--- src/rtl/usr_pkg.sv ---
// Shared definitions for the universal shift register: operation codes,
// burst FSM states and the burst-eligibility predicate.
package usr_pkg;

    localparam logic [2:0] MODE_HOLD = 3'b000;
    localparam logic [2:0] MODE_SHR  = 3'b001;
    localparam logic [2:0] MODE_SHL  = 3'b010;
    localparam logic [2:0] MODE_LOAD = 3'b011;
    localparam logic [2:0] MODE_ROR  = 3'b100;
    localparam logic [2:0] MODE_ROL  = 3'b101;
    localparam logic [2:0] MODE_ASR  = 3'b110;
    localparam logic [2:0] MODE_RSVD = 3'b111;

    typedef enum logic [0:0] {
        ST_IDLE  = 1'b0,
        ST_BURST = 1'b1
    } usr_state_t;

    // Only shifting/rotating ops can be repeated by the burst engine.
    function automatic logic is_burst_mode(input logic [2:0] m);
        return (m == MODE_SHR) || (m == MODE_SHL) || (m == MODE_ROR) ||
               (m == MODE_ROL) || (m == MODE_ASR);
    endfunction

endpackage

--- src/rtl/usr_if.sv ---
// Control/data bundle of the universal shift register; master drives the
// operation request, slave (the register) returns contents and burst status.
interface usr_if #(
    parameter int WIDTH = 4,
    parameter int CNT_W = $clog2(WIDTH) + 1
);
    logic             en;
    logic [2:0]       mode;
    logic [WIDTH-1:0] parin;
    logic             ser_in_msb;
    logic             ser_in_lsb;
    logic             start;
    logic [CNT_W-1:0] count;
    logic [WIDTH-1:0] out;
    logic             ser_out_lsb;
    logic             ser_out_msb;
    logic             busy;
    logic             done;

    modport master (
        output en, mode, parin, ser_in_msb, ser_in_lsb, start, count,
        input  out, ser_out_lsb, ser_out_msb, busy, done
    );

    modport slave (
        input  en, mode, parin, ser_in_msb, ser_in_lsb, start, count,
        output out, ser_out_lsb, ser_out_msb, busy, done
    );
endinterface

--- src/rtl/usr_shift_unit.sv ---
// Combinational next-value generator for every register operation; shared by
// single-op and burst paths so both execute identical arithmetic.
module usr_shift_unit
    import usr_pkg::*;
#(
    parameter int WIDTH = 4
) (
    input  logic [2:0]       mode,
    input  logic [WIDTH-1:0] cur,
    input  logic             ser_in_msb,
    input  logic             ser_in_lsb,
    input  logic [WIDTH-1:0] parin,
    output logic [WIDTH-1:0] nxt
);

    // Arithmetic shift keeps the sign bit, so repeated use saturates to all-sign.
    function automatic logic [WIDTH-1:0] asr1(input logic [WIDTH-1:0] v);
        logic signed [WIDTH-1:0] s;
        s = signed'(v);
        return unsigned'(s >>> 1);
    endfunction

    always_comb begin
        nxt = cur;
        case (mode)
            MODE_SHR:  nxt = {ser_in_msb, cur[WIDTH-1:1]};
            MODE_SHL:  nxt = {cur[WIDTH-2:0], ser_in_lsb};
            MODE_LOAD: nxt = parin;
            MODE_ROR:  nxt = {cur[0], cur[WIDTH-1:1]};
            MODE_ROL:  nxt = {cur[WIDTH-2:0], cur[WIDTH-1]};
            MODE_ASR:  nxt = asr1(cur);
            default:   nxt = cur;
        endcase
    end

endmodule

--- src/rtl/universal_shift_register_param.sv ---
// Parametrised universal shift register with a start/count burst engine that
// repeats one latched shift or rotate op and flags completion with a done pulse.
module universal_shift_register_param
    import usr_pkg::*;
#(
    parameter int WIDTH = 4,
    parameter int CNT_W = $clog2(WIDTH) + 1
) (
    input logic   clk,
    input logic   clr,
    usr_if.slave  bus
);

    usr_state_t       state_p0, state_nxt;
    logic [WIDTH-1:0] data_p0, data_nxt;
    logic [CNT_W-1:0] rem_p0, rem_nxt;
    logic [2:0]       bmode_p0, bmode_nxt;
    logic             done_p0, done_nxt;
    logic [2:0]       op_mode;
    logic [WIDTH-1:0] op_result;

    // During a burst the latched op drives the unit; live mode is ignored.
    assign op_mode = (state_p0 == ST_BURST) ? bmode_p0 : bus.mode;

    usr_shift_unit #(.WIDTH(WIDTH)) u_shift (
        .mode       (op_mode),
        .cur        (data_p0),
        .ser_in_msb (bus.ser_in_msb),
        .ser_in_lsb (bus.ser_in_lsb),
        .parin      (bus.parin),
        .nxt        (op_result)
    );

    // Stage p0: architectural register, burst FSM, remaining count, done flag
    always_ff @(posedge clk or posedge clr) begin
        if (clr) begin
            state_p0 <= ST_IDLE;
            data_p0  <= '0;
            rem_p0   <= '0;
            bmode_p0 <= MODE_HOLD;
            done_p0  <= 1'b0;
        end else begin
            state_p0 <= state_nxt;
            data_p0  <= data_nxt;
            rem_p0   <= rem_nxt;
            bmode_p0 <= bmode_nxt;
            done_p0  <= done_nxt;
        end
    end

    always_comb begin
        state_nxt = state_p0;
        data_nxt  = data_p0;
        rem_nxt   = rem_p0;
        bmode_nxt = bmode_p0;
        done_nxt  = done_p0;
        if (bus.en) begin
            done_nxt = 1'b0;
            data_nxt = op_result;
            case (state_p0)
                ST_IDLE: begin
                    if (bus.start && is_burst_mode(bus.mode)) begin
                        if (bus.count == '0) begin
                            data_nxt = data_p0;
                            done_nxt = 1'b1;
                        end else begin
                            bmode_nxt = bus.mode;
                            rem_nxt   = bus.count - CNT_W'(1);
                            if (bus.count == CNT_W'(1))
                                done_nxt = 1'b1;
                            else
                                state_nxt = ST_BURST;
                        end
                    end
                end
                ST_BURST: begin
                    rem_nxt = rem_p0 - CNT_W'(1);
                    if (rem_p0 == CNT_W'(1)) begin
                        state_nxt = ST_IDLE;
                        done_nxt  = 1'b1;
                    end
                end
                default: state_nxt = ST_IDLE;
            endcase
        end
    end

    assign bus.out         = data_p0;
    assign bus.ser_out_lsb = data_p0[0];
    assign bus.ser_out_msb = data_p0[WIDTH-1];
    assign bus.busy        = (state_p0 == ST_BURST);
    assign bus.done        = done_p0;

endmodule
--- src/flat_wrapper.sv ---
// flat-port wrapper written by rule: the top's interface ports become plain ports
module universal_shift_register_param_flat import usr_pkg::*;
#(
    parameter int WIDTH = 4,
    parameter int CNT_W = $clog2(WIDTH) + 1
)
  (clk, clr, bus_en, bus_mode, bus_parin, bus_ser_in_msb, bus_ser_in_lsb, bus_start, bus_count, bus_out, bus_ser_out_lsb, bus_ser_out_msb, bus_busy, bus_done);
  usr_if #(.WIDTH(WIDTH), .CNT_W(CNT_W)) bus_i ();
  input logic clk;
  input logic clr;
  input wire logic [$bits(bus_i.en)-1:0] bus_en;
  input wire logic [$bits(bus_i.mode)-1:0] bus_mode;
  input wire logic [$bits(bus_i.parin)-1:0] bus_parin;
  input wire logic [$bits(bus_i.ser_in_msb)-1:0] bus_ser_in_msb;
  input wire logic [$bits(bus_i.ser_in_lsb)-1:0] bus_ser_in_lsb;
  input wire logic [$bits(bus_i.start)-1:0] bus_start;
  input wire logic [$bits(bus_i.count)-1:0] bus_count;
  output wire logic [$bits(bus_i.out)-1:0] bus_out;
  output wire logic [$bits(bus_i.ser_out_lsb)-1:0] bus_ser_out_lsb;
  output wire logic [$bits(bus_i.ser_out_msb)-1:0] bus_ser_out_msb;
  output wire logic [$bits(bus_i.busy)-1:0] bus_busy;
  output wire logic [$bits(bus_i.done)-1:0] bus_done;
  assign bus_i.en = bus_en;
  assign bus_i.mode = bus_mode;
  assign bus_i.parin = bus_parin;
  assign bus_i.ser_in_msb = bus_ser_in_msb;
  assign bus_i.ser_in_lsb = bus_ser_in_lsb;
  assign bus_i.start = bus_start;
  assign bus_i.count = bus_count;
  assign bus_out = bus_i.out;
  assign bus_ser_out_lsb = bus_i.ser_out_lsb;
  assign bus_ser_out_msb = bus_i.ser_out_msb;
  assign bus_busy = bus_i.busy;
  assign bus_done = bus_i.done;
  universal_shift_register_param #(.WIDTH(WIDTH), .CNT_W(CNT_W)) u_core (.clk(clk), .clr(clr), .bus(bus_i));
endmodule
--- config.mk ---
export PLATFORM = sky130hd
export DESIGN_NAME = universal_shift_register_param_flat
export DESIGN_NICKNAME = d
export VERILOG_FILES = /design/src/rtl/usr_pkg.sv /design/src/rtl/usr_if.sv /design/src/rtl/usr_shift_unit.sv /design/src/rtl/universal_shift_register_param.sv /design/src/flat_wrapper.sv
export SDC_FILE = /design/constraint.sdc
export NUM_CORES = 1
export LEC_CHECK = 0
export CAP_MARGIN = 20
export CORE_ASPECT_RATIO = 0.9
export CORE_MARGIN = 2
export CORE_UTILIZATION = 55
export CTS_BUF_LIST = sky130_fd_sc_hd__clkbuf_8
export CTS_CLUSTER_SIZE = 20
export DETAILED_ROUTE_END_ITERATION = 16
export GPL_ROUTABILITY_DRIVEN = 0
export PLACE_DENSITY = 0.88
export SKIP_CTS_REPAIR_TIMING = 1
export SLEW_MARGIN = 5
export SYNTH_ARGS = -nofsm -noshare
export SYNTH_HDL_FRONTEND = slang
export SYNTH_SLANG_ARGS = --single-unit
--- constraint.sdc ---
create_clock -name clk -period 5.6 [get_ports clk]
set_clock_uncertainty 0.1 [all_clocks]
set_input_delay 0.56 -clock clk [delete_from_list [all_inputs] [get_ports clk]]
set_output_delay 0.56 -clock clk [all_outputs]
set_load 0.03 [all_outputs]
======== Yosys cells after proc, flatten, opt, wreduce, memory -nomap -nowiden ========
Index checks and enable logic that the tools add are counted.
storage, ports and cells
  bits in registers ....................... 12
  input bits .............................. 16
  logic and storage cells ................. 52
operators by class
  add/subtract/negate cells ............... 2
  equal/unequal tests ..................... 16
  muxes and demuxes ....................... 18
  bitwise operators ....................... 2
  reduce and logical (&&, ||, !) cells .... 9
operators by type and width
  operator             number
  $pmux 4 s6           1
  $eq 3x3->1 const B   6
  $eq 3x1->1 const B   4
  $mux 4               3
  $eq 3x2->1 const B   3
  $mux 3               3
  $mux 1               8
  $pmux 3 s2           1
  $sub 3x1->3 const B  2
  $logic_or 1x1->1     4
  $pmux 1 s2           2
  $reduce_and 4->1     1
  $logic_not 3->1      1
  $ne 3x2->1 const B   1
  $reduce_and 3->1     1
  $ne 2x1->1 const B   1
  $ne 2x2->1 const B   1
  $not 1->1            2
  $reduce_and 2->1     1
  $logic_and 1x1->1    1

======== Depth between registers and ports, before layout ========
  depth in word-level cells ............... 8
  gate-level depth with buffers ........... 6
  depth with buffers taken out ............ 6

======== Cells and area by module ========
A second synthesis with hierarchy kept.
unflattened totals
  cells, all modules ...................... 107
  area, all modules ....................... 1098.6 um^2
modules (own cells, without submodules)
  module                          times used  cells an instance  area an instance (um^2)
  universal_shift_register_param  1           62                 758.2
  usr_shift_unit                  1           45                 340.3

======== Worst setup path before layout ========
No wires, ideal clock.
  path type ............................... flip-flop to flip-flop
  start ................................... register u_core.state_p0 (netlist: u_core.bus.busy)
  end ..................................... register u_core.data_p0[0] (netlist: u_core.bus.out[0])
  library setup time ...................... 0.129 ns
  arrival time ............................ 1.936 ns
  data required time ...................... 5.371 ns
  slack ................................... 3.435 ns
  stages on the path, launching flop included .. 7
  buffers on the path ..................... 2
  period minus slack after synthesis ...... 2.165 ns
  cells stage by stage .................... dfrtp_1 buf_6 buf_6 mux2i_4 nor3_2 or3_4 o41a_1
between the ends
  longest elaborated chain between the ends .. 6
  elaborated cells on any way between the ends .. 13
  classes of those cells .................. eq/ne: 7; mux: 5; reduce/logical: 1
ends and longest elaborated chain
  element                                   RTL line                              text
  from (decl)                               universal_shift_register_param.sv:14  usr_state_t state_p0, state_nxt;
  from (signal assigned)                    universal_shift_register_param.sv:43  state_p0 <= state_nxt;
  $mux 3                                    universal_shift_register_param.sv:23  assign op_mode = (state_p0 == ST_BURST) ? bmode_p0 : bus.mode;
  $eq 3x3->1, or another cell as far along  usr_shift_unit.sv:25                  case (mode)
  $pmux 4 s6                                usr_shift_unit.sv:25
  $mux 4                                    universal_shift_register_param.sv:63  if (bus.count == '0) begin
  $mux 4                                    universal_shift_register_param.sv:62  if (bus.start && is_burst_mode(bus.mode)) begin
  $mux 4                                    universal_shift_register_param.sv:60  case (state_p0)
  to (signal assigned)                      universal_shift_register_param.sv:44  data_p0 <= data_nxt;
  to (decl)                                 universal_shift_register_param.sv:15  logic [WIDTH-1:0] data_p0, data_nxt;
Several ways; a longest one is shown, not always the timed one. The select of a mux whose other input is x is not followed.
A chain may end at the register's enable or synchronous reset.

======== Final worst setup path ========
  start ................................... register u_core.state_p0 (netlist: u_core.bus.busy)
  end ..................................... output port bus_busy
RTL lines
  element    RTL line            text
  to (decl)  flat_wrapper.sv:21  output wire logic [$bits(bus_i.busy)-1:0] bus_busy;
No word-level cell between the ends.

==> impl_metrics.json <==
{
  "slowest_stage": "dfrtp_1",
  "fill_cells": 129,
  "synthFlopType": "dfrtp_1",
  "groute.usage.overall": 0.266,
  "grt_max_degree": 17,
  "tritoncts": "done",
  "slowest_delay_ps": 820,
  "clockRootBuffer": "clkbuf_8",
  "drt_iter0_markers": 33,
  "io_buffer_count": 23,
  "cts-htree-levels": 1,
  "peakVddDrop_mv": 0.309,
  "clk_path_buf_depth": 2,
  "worst_slew_pin_slew_ps": 901,
  "coreArea_um2": 1700,
  "yosysMostFrequentCell": "dfrtp_1",
  "cp_num_buf_inv": 1,
  "cp-start-kind": "register",
  "vias": 937,
  "hp-class": "reg2reg",
  "avgRoutedWirePerCell_um": 17.0,
  "synth_area_um2": 1000,
  "synth_seq_cells": 12,
  "finalPower_uw": 684,
  "drive_gt1_frac": 0.167,
  "clock-sinks": 12,
  "grt_pass1_vias": 911,
  "drv_cap": 0,
  "rsz0062_at_grt": "false",
  "drc": 0,
  "finalCritPeriodShare": 0.453,
  "clk_pin_slew_ps": 60,
  "antenna_found_initial": 0,
  "power_density_nw_per_um2": 540,
  "avgViaCountPerCell": 6.25,
  "setup_viol_count_final": 0,
  "synth_top_area_frac": 0.299,
  "tns_ps": 0,
  "die_height_um": 44.5,
  "final_nets": 149,
  "synth-seq-area-share": 0.299,
  "path_class": "reg2out",
  "ys.warnings.count": 0,
  "cp.required_ps": 4940,
  "synth_fp_nets": 125,
  "clock.fmax_mhz": 394,
  "synth_area_leaders": "dfrtp_1 (30%), mux2_2 (6.7%), ha_1 (6.2%)",
  "antenna_cells": 0,
  "slew_violations": 0,
  "cts_buffers": 3,
  "critPathArrivalTime_ps": 1880,
  "hold_viol": 0,
  "worst_slack_ps": 3060,
  "ys_types": 42,
  "status": "finished clean",
  "postRouteWirelength_um": 2550,
  "drt_first_pass_iters": 5,
  "clock_latency_ps": 250,
  "synth_cells": 104,
  "ys_top_cells_by_count": "dfrtp_1 (12), inv_1 (9), a21oi_1 (7), nor2_1 (7)",
  "path_max_fanout": 16,
  "antenna_left": 0,
  "fp.dieW_um": 49.0,
  "grt-ovfl-total": 0,
  "async_flop_share": 1.00,
  "endpoint_kind": "primary output",
  "io_pins": 24,
  "syn_area_per_cell_um2": 9.65,
  "p_leak_nw": 0.510,
  "area_delta_synth_final_pct": 26.3,
  "start_util": 0.591,
  "place_worst_setup_slack_ps": 2850,
  "num_rows": 14,
  "relSlewSlack": 0.394,
  "crit_family": "flip-flops",
  "grt_pass1_wl_um": 4240,
  "whs_ps": 421,
  "hpwl_um": 1950,
  "synth-edff-count": 0,
  "fin_crit_ps": 2540,
  "synth.largest_area_cell": "dfrtp_1",
  "die-area_um2": 2180,
  "path_cells": "clkdlybuf4s50_1"
}
[final timing paths]
check / endpoint / cells after the start / from / slack (ps)
max in group asynchronous: u_core.bus.out[2] / 2 / clr / 4550
worst min register to register: u_core.rem_p0[1] / 2 / u_core.rem_p0[1] / 420
worst min-delay path: u_core.rem_p0[1] / 2 / u_core.rem_p0[1] / 420
worst max register to register: u_core.bus.out[0] / 4 / u_core.bus.busy / 3170
min in group asynchronous: u_core.bus.out[0] / 2 / clr / 530
worst max-delay path: bus_busy / 1 / u_core.bus.busy / 3060
[routing by layer]
layer / part of all wire / vias up / GRT usage
li1: - / 431 / -
met1: 0.40 / 453 / 0.307
met2: 0.51 / 45 / 0.452
met3: 0.065 / 8 / 0.0811
met4: 0.027 / 0 / 0.143
met5: 0 / - / 0
[metrics by stage]
stage	util	cell area [µm²]	instances
4_1_cts	0.746	1270	150
3_3_place_gp	0.722	1230	147
3_5_place_dp	0.722	1230	147
5_1_grt	0.746	1270	150
2_1_floorplan	-	1000	104
6_report	0.746	1270	150
[sequential cells by signal (all words and copies together), names as in the netlist]
register,cells
u_core.bus.done,1
u_core.bmode_p0,3
u_core.bus.out,4
u_core.bus.busy,1
u_core.rem_p0,3
[cell type report]
class	count	area, µm²	area share
tap	24	30.0	0.0237
timing repair buffer	23	230	0.182
inverter	9	33.8	0.0267
multi-input combinational	79	632	0.499
clock buffer	3	41.3	0.0326
sequential	12	300	0.237
[cells by family after synthesis]
group / Yosys count / synth area share
AO/OA/AOI/OAI: 31 / 0.231
XOR/XNOR: 2 / 0.0175
adder cells (fa/ha/maj): 5 / 0.0623
buffers and inverters: 13 / 0.0711
flip-flops: 12 / 0.299
multiplexers: 10 / 0.141
AND/OR/NAND/NOR: 31 / 0.178
[power by group]
part / switching (mW) / internal (mW)
sequential: 0.0656 / 0.128
combinational: 0.220 / 0.190
clock: 0.0329 / 0.0474
total: 0.318 / 0.366
[placed cells by master, fill, tap and decap left out, types with 3 or more instances in the layout]
master           Yosys  final
a21oi_1              7      7
inv_1                9      9
nand3_1              6      6
o21ai_0              3      3
nor2_1               7      7
nand2b_1             3      3
clkdlybuf4s50_1      0     23
dfrtp_1             12     12
ha_1                 5      5
clkbuf_8             0      3
nand2_1              4      4
mux2_2               6      6
o31ai_1              4      4
No activity file was read; power rests on OpenSTA's default activity.
